==> config.mk <==
export PLATFORM = sky130hd
export DESIGN_NAME = comparador_serial_izq_der_flat
export DESIGN_NICKNAME = d
export VERILOG_FILES = /design/src/rtl/comparador_serial_izq_der_if.sv /design/src/rtl/comparador_serial_izq_der.sv /design/src/flat_wrapper.sv
export SDC_FILE = /design/constraint.sdc
export NUM_CORES = 1
export LEC_CHECK = 0
export BUFFER_PORTS_ARGS = -buffer_cell sky130_fd_sc_hd__buf_2
export CELL_PAD_IN_SITES_DETAIL_PLACEMENT = 1
export CELL_PAD_IN_SITES_GLOBAL_PLACEMENT = 2
export CORE_MARGIN = 4
export CORE_UTILIZATION = 25
export DETAILED_ROUTE_END_ITERATION = 8
export HOLD_SLACK_MARGIN = 0.1
export PLACE_DENSITY = 0.73
export SYNTH_ARGS = -nofsm -noshare
export SYNTH_HDL_FRONTEND = slang
export SYNTH_SLANG_ARGS = --single-unit
==> constraint.sdc <==
create_clock -name clk -period 3.55 [get_ports clk]
set_input_delay 0.1775 -clock clk [delete_from_list [all_inputs] [get_ports clk]]
set_output_delay 0.1775 -clock clk [all_outputs]
set_load 0.05 [all_outputs]
==> src/rtl/comparador_serial_izq_der_if.sv <==
// Handshake and data bundle for the bit-serial MSB-first comparator.
// The master drives start/A/B; the slave returns status and result.
interface comparador_serial_izq_der_if #(
    parameter int N = 8
) ();
    logic         start;
    logic [N-1:0] A;
    logic [N-1:0] B;
    logic         busy;
    logic         done;
    logic [1:0]   estado;
    logic         mayor;
    logic         menor;
    logic         igual;

    modport master (
        output start, A, B,
        input  busy, done, estado, mayor, menor, igual
    );

    modport slave (
        input  start, A, B,
        output busy, done, estado, mayor, menor, igual
    );
endinterface

==> src/rtl/comparador_serial_izq_der.sv <==
// Bit-serial magnitude comparator, one iterative cell scanned MSB to LSB.
// COMPARADOR_EARLY_EXIT_EN: finish on the first differing bit pair.
module comparador_serial_izq_der #(
    parameter int N  = 8,
    parameter int CW = $clog2(N)
) (
    input  logic clk,
    input  logic rst_n,
    comparador_serial_izq_der_if.slave bus
);

    typedef enum logic [1:0] {
        IDLE  = 2'd0,
        SHIFT = 2'd1,
        DONE  = 2'd2
    } state_t;

    state_t        r_state;
    state_t        w_state_nx;
    logic [N-1:0]  r_shA;
    logic [N-1:0]  r_shB;
    logic [1:0]    r_estado;
    logic [CW-1:0] r_cnt;
    logic          r_mayor;
    logic          r_menor;
    logic          r_igual;
    logic [1:0]    w_cell;
    logic          w_last;
    logic          w_busy;
    logic          w_done;

    // Cell: b/c are absorbing; a (and illegal 00) decided by the bit pair.
    function automatic logic [1:0] cell_next(
        input logic [1:0] st,
        input logic       ai,
        input logic       bi
    );
        logic [1:0] nx;
        if (st == 2'b10 || st == 2'b11) begin
            nx = st;
        end else if (ai == bi) begin
            nx = 2'b01;
        end else if (ai) begin
            nx = 2'b10;
        end else begin
            nx = 2'b11;
        end
        return nx;
    endfunction

    assign w_cell = cell_next(r_estado, r_shA[N-1], r_shB[N-1]);

`ifdef COMPARADOR_EARLY_EXIT_EN
    assign w_last = (r_cnt == '0) || w_cell[1];
`else
    assign w_last = (r_cnt == '0);
`endif

    always_comb begin
        w_state_nx = r_state;
        w_busy     = 1'b0;
        w_done     = 1'b0;
        unique case (r_state)
            IDLE: begin
                if (bus.start) begin
                    w_state_nx = SHIFT;
                end
            end
            SHIFT: begin
                w_busy = 1'b1;
                if (w_last) begin
                    w_state_nx = DONE;
                end
            end
            DONE: begin
                w_done     = 1'b1;
                w_state_nx = IDLE;
            end
            default: w_state_nx = IDLE;
        endcase
    end

    always_ff @(posedge clk or negedge rst_n) begin
        if (!rst_n) begin
            r_state  <= IDLE;
            r_shA    <= '0;
            r_shB    <= '0;
            r_estado <= 2'b01;
            r_cnt    <= '0;
            r_mayor  <= 1'b0;
            r_menor  <= 1'b0;
            r_igual  <= 1'b0;
        end else begin
            r_state <= w_state_nx;
            case (r_state)
                IDLE: begin
                    if (bus.start) begin
                        r_shA    <= bus.A;
                        r_shB    <= bus.B;
                        r_estado <= 2'b01;
                        r_cnt    <= CW'(N - 1);
                        r_mayor  <= 1'b0;
                        r_menor  <= 1'b0;
                        r_igual  <= 1'b0;
                    end
                end
                SHIFT: begin
                    r_estado <= w_cell;
                    r_shA    <= {r_shA[N-2:0], 1'b0};
                    r_shB    <= {r_shB[N-2:0], 1'b0};
                    r_cnt    <= r_cnt - CW'(1);
                    if (w_last) begin
                        r_mayor <= (w_cell == 2'b10);
                        r_menor <= (w_cell == 2'b11);
                        r_igual <= ~w_cell[1];
                    end
                end
                default: begin
                end
            endcase
        end
    end

    assign bus.busy   = w_busy;
    assign bus.done   = w_done;
    assign bus.estado = r_estado;
    assign bus.mayor  = r_mayor;
    assign bus.menor  = r_menor;
    assign bus.igual  = r_igual;

endmodule

==> src/flat_wrapper.sv <==
// flat-port wrapper written by rule: the top's interface ports become plain ports
module comparador_serial_izq_der_flat 
#(
    parameter int N  = 8,
    parameter int CW = $clog2(N)
)
  (clk, rst_n, bus_start, bus_A, bus_B, bus_busy, bus_done, bus_estado, bus_mayor, bus_menor, bus_igual);
  comparador_serial_izq_der_if #(.N(N)) bus_i ();
  input  logic clk;
  input  logic rst_n;
  input wire logic [$bits(bus_i.start)-1:0] bus_start;
  input wire logic [$bits(bus_i.A)-1:0] bus_A;
  input wire logic [$bits(bus_i.B)-1:0] bus_B;
  output wire logic [$bits(bus_i.busy)-1:0] bus_busy;
  output wire logic [$bits(bus_i.done)-1:0] bus_done;
  output wire logic [$bits(bus_i.estado)-1:0] bus_estado;
  output wire logic [$bits(bus_i.mayor)-1:0] bus_mayor;
  output wire logic [$bits(bus_i.menor)-1:0] bus_menor;
  output wire logic [$bits(bus_i.igual)-1:0] bus_igual;
  assign bus_i.start = bus_start;
  assign bus_i.A = bus_A;
  assign bus_i.B = bus_B;
  assign bus_busy = bus_i.busy;
  assign bus_done = bus_i.done;
  assign bus_estado = bus_i.estado;
  assign bus_mayor = bus_i.mayor;
  assign bus_menor = bus_i.menor;
  assign bus_igual = bus_i.igual;
  comparador_serial_izq_der #(.N(N), .CW(CW)) u_core (.clk(clk), .rst_n(rst_n), .bus(bus_i));
endmodule
==> results of run 1 <==
power groups by stage:
stage               Sequential, W  Combinational (W)  Clock [W]
detailed placement       0.000503           0.000506          0
finish                   0.000494           0.000498   0.000170
global placement         0.000493           0.000488          0
floorplan                0.000564           0.000325          0
global route             0.000513           0.000563   0.000192
CTS                      0.000497           0.000509   0.000179
synthesized netlist by cell type, types with 2 or more instances:
cell type | count | area, µm²
mux2i_1 | 19 | 190
o21ai_1 | 14 | 70.1
dfrtp_1 | 25 | 626
inv_1 | 6 | 22.5
o21ai_0 | 3 | 15.0
ha_1 | 3 | 37.5
buf_2 | 4 | 20.0
nor2_1 | 4 | 15.0
nor3_1 | 4 | 20.0
clkbuf_1 | 2 | 7.51
a21oi_1 | 4 | 20.0
nand2_1 | 14 | 52.6
o31ai_1 | 2 | 15.0
registers in the layout (all words and copies together), names as in the netlist:
signal / cells
u_core.r_cnt: 3
u_core.r_shA: 8
u_core.bus.mayor: 1
u_core.bus.igual: 1
u_core.r_shB: 8
u_core.bus.estado: 2
u_core.r_state: 2
u_core.bus.menor: 1
metrics by stage:
step	power [W]	util	hold WS (ns)	instances	instance area, µm²
after floorplan	0.000889	-	-0.118	115	1230
after global placement	0.000980	0.299	0.211	202	1420
after detailed placement	0.00101	0.299	0.218	202	1420
after CTS	0.00118	0.311	0.159	207	1480
after global routing	0.00127	0.311	0.166	207	1480
final	0.00116	0.311	0.159	207	1480
area by class of cell:
type / instances / area, µm²
Sequential cell: 26 / 652
Fill cell: 558 / 3280
Multi-Input combinational cell: 75 / 510
Tap cell: 67 / 83.8
Clock buffer: 4 / 45.0
Timing Repair Buffer: 27 / 143
Inverter: 8 / 42.5
layer usage:
metal  vias up  part of all wire
met1       440              0.44
met2        18              0.51
li1        445                 -
met3         2             0.039
met4         0            0.0094
met5         -                 0
final timing paths:
check / start / endpoint / slack (ns) / cells past startpoint
max in group asynchronous: rst_n / u_core.r_shA[4] / 2.72 / 2
min in group asynchronous: rst_n / u_core.bus.mayor / 0.45 / 2
worst max register to register: u_core.r_cnt[0] / u_core.bus.mayor / 2.05 / 6
worst min register to register: u_core.r_cnt[0] / u_core.r_cnt[0] / 0.48 / 1
worst min-delay path: bus_A[0] / u_core.r_shA[0] / 0.16 / 3
worst max-delay path: u_core.r_state[1] / bus_busy / 1.63 / 3
repair_timing:
action / 4_1_cts / 5_1_grt
hold buffers: 1 / 0
hold endpoints to repair: 25 / 0
setup endpoints to repair: 0 / 0
kinds of logic (layout without fill, tap and decap cells):
kind of cell             after synthesis  in the layout  synth area share
buffers and inverters                 14             39            0.0569
AO/OA/AOI/OAI                         26             26             0.119
AND/OR/NAND/NOR                       26             26             0.102
adder cells (fa/ha/maj)                3              3            0.0305
flip-flops                            26             26             0.529
multiplexers                          20             20             0.163
worst max-delay path: stages (launching register included):
cell      delay (ns)
dfrtp_1         0.45
nand2b_4        0.19
inv_2           0.44
buf_2           0.37
==> flow_metrics.env, run 1 <==
export IMPL_initial_core_util=0.259
export IMPL_track_usage=0.0940
export IMPL_root_buffer="clkbuf_8"
export IMPL_switchingPower_w=0.000492
export IMPL_clock_sinks=26
export IMPL_critPathArrivalTime_ns=1.74
export IMPL_hold_path_class="in -> reg"
export IMPL_synth_nets=137
export IMPL_synth_edff_count=0
export IMPL_ys_flop_type="dfrtp_1"
export IMPL_cts_tree="yes"
export IMPL_core_um2=4750
export IMPL_use_met2=0.169
export IMPL_finalClockSkew_ns=0.00155
export IMPL_vias=905
export IMPL_die_y_um=78.2
export IMPL_cts_htree_levels=1
export IMPL_dp_hpwl_um=1950
export IMPL_dr_pass1_iters=4
export IMPL_cp_data_required_time_ns=3.37
export IMPL_synth_area_um2=1230
export IMPL_p_seq_frac=0.425
export IMPL_final_cell_mix="buf_2 (25), dfrtp_1 (25), mux2i_1 (19)"
export IMPL_synth_seq_cells=26
export IMPL_n_antenna_cell=0
export IMPL_synth_seq_area_share=0.529
export IMPL_ir_drop_mv=0.294
export IMPL_use_met3=0.0264
export IMPL_finalCritPeriodShare=0.541
export IMPL_status="complete, no violations"
export IMPL_relSlewSlack=0.604
export IMPL_critPathMaxFanout=39
export IMPL_synth_cell_type_count=24
export IMPL_post_cts_buffers=0
export IMPL_routed_wl_um=2660
export IMPL_fin_crit_ns=1.92
export IMPL_ant_nets=0
export IMPL_swShare=0.423
export IMPL_area_growth_pct=19.8
export IMPL_routedWlPerCell_um=12.8
export IMPL_fmax_mhz=521
export IMPL_maxCapViolations=0
export IMPL_drcViolationCount=0
export IMPL_grt_pass1_wl_um=4620
export IMPL_place_gp_congestion=0.754
export IMPL_avgSynthCellArea_um2=10.7
export IMPL_hold_viol=0
export IMPL_tightest_slew_ns=0.593
export IMPL_clk_pin_slew_worst_paths_ns=0.09
export IMPL_grt_ovfl_total=0
export IMPL_antenna_found_initial=0
export IMPL_setup_ws_ns=1.63
export IMPL_crit_type="reg -> out"
export IMPL_cp_start_kind="register"
export IMPL_rsz0062_at_grt="no"
export IMPL_intPower_w=0.000670
export IMPL_via_per_inst=4.37
export IMPL_drv_slew=0
export IMPL_power_static_leakage_nw=0.728
export IMPL_die_width_um=78.2
export IMPL_grt_util_met1=0.111
export IMPL_drt_initial_drc_count=46
export IMPL_async_flop_share=1.00
export IMPL_place_ws_ns=1.93
export IMPL_yosys_warnings=0
export IMPL_setup_violations_final=0
export IMPL_synthCells=115
export IMPL_clockBufferDepth=2
export IMPL_cts_resized=0
export IMPL_cts_buffers=3
export IMPL_p_clk_frac=0.146
export IMPL_io_buffers=25
export IMPL_insertion_delay_ns=0.26
export IMPL_grt_pass1_vias=1007
export IMPL_grt_busiest_layer="met2"
export IMPL_die_area_um2=6120
export IMPL_grt_max_degree=40
export IMPL_drive_gt1_frac=0.257
export IMPL_fin_tns_setup_ns=0
export IMPL_power_share_combinational=0.428
export IMPL_fin_nets=163
export IMPL_p_per_area_nw_per_um2=787
export IMPL_fp_row_count=25
export IMPL_io_pins=26
export IMPL_end_kind="output pin"
No activity file was read; power rests on OpenSTA's default activity.
==> run 2, diff against run 1 <==
==> constraint.sdc (replaced) <==
create_clock -name clk -period 1.8 [get_ports clk]
set_input_delay 0.09 -clock clk [delete_from_list [all_inputs] [get_ports clk]]
set_output_delay 0.09 -clock clk [all_outputs]
set_load 0.05 [all_outputs]
==> flow_metrics.env, run 2 (synthesis gave the netlist of run 1 again) <==
export IMPL_path_cells="nand2b_4 > inv_2 > buf_2"
export IMPL_crit_family="buffers and inverters"
export IMPL_worst_r2r_setup_slack_ns=0.32
export IMPL_hold_slack_ns=0.103
export IMPL_place_ws_ns=0.320
export IMPL_track_usage=0.0959
export IMPL_final_cell_mix="buf_2 (25), dfrtp_1 (25), mux2i_1 (19)"
export IMPL_p_clk_frac=0.142
export IMPL_hold_path_class="in -> reg"
export IMPL_grt_pass1_wl_um=4750
export IMPL_dr_pass1_iters=4
export IMPL_crit_path_start="u_core.r_state[1]"
export IMPL_swShare=0.421
export IMPL_via_per_inst=4.40
export IMPL_cts_hold_buffers=7
export IMPL_maxCapViolations=0
export IMPL_ir_drop_mv=0.736
export IMPL_die_y_um=78.2
export IMPL_initial_core_util=0.259
export IMPL_rsz0062_at_grt="no"
export IMPL_root_buffer="clkbuf_8"
export IMPL_drive_gt1_frac=0.262
export IMPL_cpMaxStageDelayCell="dfrtp_1"
export IMPL_p_per_area_nw_per_um2=1520
export IMPL_fin_crit_ns=1.50
export IMPL_fin_tns_setup_ns=0
export IMPL_antenna_found_initial=0
export IMPL_cp_data_required_time_ns=1.71
export IMPL_die_area_um2=6120
export IMPL_fp_row_count=25
export IMPL_power_static_leakage_nw=0.766
export IMPL_dp_hpwl_um=2040
export IMPL_cts_buffers=3
export IMPL_area_growth_pct=26.5
export IMPL_core_um2=4750
export IMPL_r2r_start="u_core.r_cnt[0]"
export IMPL_vias=951
export IMPL_cts_htree_levels=1
export IMPL_insertion_delay_ns=0.27
export IMPL_routedWlPerCell_um=12.4
export IMPL_fmax_mhz=666
export IMPL_p_total_w=0.00236
export IMPL_clockBufferDepth=2
export IMPL_setup_ws_ns=0.298
export IMPL_fill_cells=564
export IMPL_critPathMaxFanout=13
export IMPL_io_buffers=25
export IMPL_post_cts_buffers=0
export IMPL_p_seq_frac=0.413
export IMPL_cts_resized=0
export IMPL_power_share_combinational=0.445
export IMPL_top_regs="u_core.r_shA (8), u_core.r_shB (8), u_core.r_cnt (3)"
export IMPL_finalCritPeriodShare=0.835
export IMPL_fin_nets=172
export IMPL_cts_tree="yes"
export IMPL_place_gp_congestion=0.759
export IMPL_cp_start_kind="register"
export IMPL_reg2regPathDepth=6
export IMPL_drt_initial_drc_count=64
export IMPL_die_width_um=78.2
export IMPL_crit_type="reg -> out"
export IMPL_clk_pin_slew_worst_paths_ns=0.09
export IMPL_worst_path_stages=3
export IMPL_r2r_end="u_core.bus.menor"
export IMPL_tightest_slew_ns=0.594
export IMPL_hold_viol=0
export IMPL_drcViolationCount=0
export IMPL_end_kind="output pin"
export IMPL_status="complete, no violations"
export IMPL_max_stage_delay_ns=0.45
export IMPL_grt_max_degree=27
export IMPL_clock_sinks=26
export IMPL_routed_wl_um=2690
export IMPL_cp_num_buf_inv=2
export IMPL_ant_nets=0
export IMPL_drv_slew=0
export IMPL_switchingPower_w=0.000994
export IMPL_finalClockSkew_ns=0.00253
export IMPL_grt_pass1_vias=1000
export IMPL_grt_ovfl_total=0
export IMPL_critPathArrivalTime_ns=1.41
export IMPL_intPower_w=0.00137
export IMPL_io_pins=26
export IMPL_n_antenna_cell=0
export IMPL_setup_violations_final=0
export IMPL_relSlewSlack=0.604
export IMPL_endpoint="bus_busy"
run 2: cell types whose count changed in the layout (fill, tap and decap cells not counted), sizes merged:
cell / before / now
buf: 26 / 29
dlygate4sd3: 1 / 7
run 2: per-layer routing:
metal / vias up / track usage / wire length, µm
met2: 18 / 0.164 / 1370
li1: 462 / - / -
met5: - / 0 / 0
met4: 0 / 0.0210 / 29
met3: 2 / 0.0275 / 119
met1: 469 / 0.120 / 1160
run 2: power groups by stage:
stage          logic, W  registers, W  clock network [W]
4_1_cts         0.00107      0.000983           0.000354
5_1_grt         0.00119       0.00101           0.000377
2_1_floorplan  0.000641       0.00111                  0
6_report        0.00105      0.000976           0.000337
3_5_place_dp    0.00106      0.000994                  0
3_3_place_gp    0.00101      0.000972                  0
run 2: how the worst min path moves through the flow:
stage / start / to / slack, ns / depth (start not counted)
after floorplan: rst_n / u_core.bus.estado[1] / -0.21 / 0
after global placement: rst_n / u_core.bus.mayor / 0.12 / 1
after detailed placement: rst_n / u_core.bus.mayor / 0.13 / 1
after CTS: bus_A[1] / u_core.r_shA[1] / 0.10 / 3
after global routing: bus_B[1] / u_core.r_shB[1] / 0.11 / 3
final: bus_A[1] / u_core.r_shA[1] / 0.10 / 3
run 2: stage by stage:
stage | util | std cells | instance area, µm²
after CTS | 0.328 | 216 | 1560
after floorplan | - | 115 | 1230
final | 0.328 | 216 | 1560
after detailed placement | 0.304 | 205 | 1440
after global placement | 0.304 | 205 | 1440
after global routing | 0.328 | 216 | 1560
run 2: layout make-up:
cell class / count / area [µm²] / share of cell area
Multi-Input combinational cell: 75 / 510 / 0.327
Sequential cell: 26 / 652 / 0.418
Timing Repair Buffer: 36 / 225 / 0.144
Inverter: 8 / 42.5 / 0.0273
Clock buffer: 4 / 45.0 / 0.0289
Tap cell: 67 / 83.8 / 0.0538
run 2: worst reg2reg max path, cell delays in order, from the launching register on:
cell     delay (ns)
dfrtp_1        0.41
inv_1          0.06
ha_1           0.14
ha_1           0.15
mux2i_1        0.10
or2_1          0.26
o31ai_1        0.26
==> run 3, diff against run 2 <==
==> constraint.sdc (replaced) <==
create_clock -name clk -period 1.4 [get_ports clk]
set_input_delay 0.07 -clock clk [delete_from_list [all_inputs] [get_ports clk]]
set_output_delay 0.07 -clock clk [all_outputs]
set_load 0.05 [all_outputs]
==> flow_metrics.env, run 3 (synthesis gave the netlist of run 1 again) <==
export IMPL_grt_ovfl_total=0
export IMPL_crit_family="flip-flops"
export IMPL_cp_start_kind="register"
export IMPL_initial_core_util=0.259
export IMPL_die_width_um=78.2
export IMPL_io_pins=26
export IMPL_insertion_delay_ns=0.27
export IMPL_track_usage=0.102
export IMPL_power_static_leakage_nw=0.829
export IMPL_p_total_w=0.00328
export IMPL_cts_tree="yes"
export IMPL_routedWlPerCell_um=12.5
export IMPL_grt_max_degree=27
export IMPL_io_buffers=25
export IMPL_end_kind="register"
export IMPL_final_cell_mix="buf_2 (24), dfrtp_1 (24), mux2i_1 (18)"
export IMPL_vias=1011
export IMPL_path_cells="inv_1 > ha_2 > ha_4 > mux2i_2 > or2_4 > a32o_2"
export IMPL_hold_viol=0
export IMPL_fmax_mhz=706
export IMPL_cts_htree_levels=1
export IMPL_drv_slew=0
export IMPL_top_regs="u_core.r_shA (8), u_core.r_shB (8), u_core.r_cnt (3)"
export IMPL_n_antenna_cell=0
export IMPL_fill_cells=552
export IMPL_hold_path_class="in -> reg"
export IMPL_dr_pass1_iters=4
export IMPL_core_um2=4750
export IMPL_setup_violations_final=1
export IMPL_cts_buffers=3
export IMPL_routed_wl_um=2870
export IMPL_finalCritPeriodShare=1.01
export IMPL_ant_nets=0
export IMPL_cp_data_required_time_ns=1.57
export IMPL_fp_row_count=25
export IMPL_relSlewSlack=0.587
export IMPL_critPathMaxFanout=3
export IMPL_rsz0062_at_grt="yes"
export IMPL_clockBufferDepth=2
export IMPL_grt_pass1_vias=1109
export IMPL_fin_crit_ns=1.42
export IMPL_tightest_slew_ns=0.620
export IMPL_p_per_area_nw_per_um2=1890
export IMPL_root_buffer="clkbuf_8"
export IMPL_clk_pin_slew_worst_paths_ns=0.09
export IMPL_ir_drop_mv=0.666
export IMPL_antenna_found_initial=0
export IMPL_drive_gt1_frac=0.309
export IMPL_status="finished with violations"
export IMPL_maxCapViolations=0
export IMPL_critPathArrivalTime_ns=1.58
export IMPL_via_per_inst=4.41
export IMPL_violations="negative setup slack"
export IMPL_place_gp_congestion=0.674
export IMPL_setup_ws_ns=-0.0156
export IMPL_die_y_um=78.2
export IMPL_crit_type="reg -> reg"
export IMPL_clock_sinks=26
export IMPL_fin_nets=185
export IMPL_cp_num_buf_inv=1
export IMPL_place_ws_ns=-0.0802
export IMPL_max_stage_delay_ns=0.39
export IMPL_grt_pass1_wl_um=5080
export IMPL_dp_hpwl_um=2010
export IMPL_drt_initial_drc_count=35
export IMPL_area_growth_pct=40.8
export IMPL_drcViolationCount=0
export IMPL_cpMaxStageDelayCell="dfrtp_1"
export IMPL_die_area_um2=6120
export IMPL_finalClockSkew_ns=0.00461
-- run 3: power by group --
group / total [W] / switching [W] / internal (W)
clock: 0.000435 / 0.000231 / 0.000204
combinational: 0.00159 / 0.000925 / 0.000664
sequential: 0.00125 / 0.000198 / 0.00105
total: 0.00328 / 0.00135 / 0.00192
-- run 3: worst register-to-register path, cell delays in order, from the launching register on --
cell     delay, ns
dfrtp_1       0.39
inv_1         0.06
ha_2          0.19
ha_4          0.14
mux2i_2       0.07
or2_4         0.25
a32o_2        0.22
-- run 3: layout make-up --
| class | count | area (µm²) | share of cell area |
|---|---|---|---|
| tap | 67 | 83.8 | 0.0483 |
| multi-input combinational | 75 | 542 | 0.312 |
| timing repair buffer | 49 | 364 | 0.210 |
| inverter | 8 | 47.5 | 0.0274 |
| sequential | 26 | 653 | 0.376 |
| clock buffer | 4 | 45.0 | 0.0260 |
-- run 3: layer usage --
metal,track usage,part of all wire
met5,0,0
met4,0.0315,0.014
met1,0.126,0.46
met2,0.176,0.49
met3,0.0218,0.036
-- run 3: worst paths after layout --
path | startpoint | end | slack [ns] | cells after the start
setup / recovery | u_core.r_cnt[0] | u_core.bus.igual | -0.02 | 6
hold / removal | bus_B[4] | u_core.r_shB[4] | 0.11 | 3
setup reg to reg | u_core.r_cnt[0] | u_core.bus.igual | -0.02 | 6
hold reg to reg | u_core.r_shA[4] | u_core.r_shA[5] | 0.49 | 2
max in group asynchronous | rst_n | u_core.r_state[1] | 0.62 | 2
min in group asynchronous | rst_n | u_core.bus.estado[1] | 0.34 | 2
-- run 3: what timing repair did --
| action | 4_1_cts | 5_1_grt |
|---|---|---|
| pin swaps | 3 | 3 |
| hold buffers | 16 | 0 |
| resized for setup | 9 | 5 |
| setup buffers | 1 | 1 |
| hold endpoints to repair | 40 | 0 |
| setup endpoints to repair | 4 | 4 |
-- run 3: metrics by stage --
step / instances / setup TNS (ns) / util / hold WS [ns] / cell area [µm²]
after floorplan: 115 / 0 / - / -0.226 / 1230
after global placement: 207 / 0 / 0.309 / 0.105 / 1470
after detailed placement: 207 / -0.173 / 0.309 / 0.120 / 1470
after CTS: 228 / -0.170 / 0.361 / 0.111 / 1720
after global routing: 229 / -0.179 / 0.365 / 0.133 / 1740
final: 229 / -0.0156 / 0.365 / 0.115 / 1740
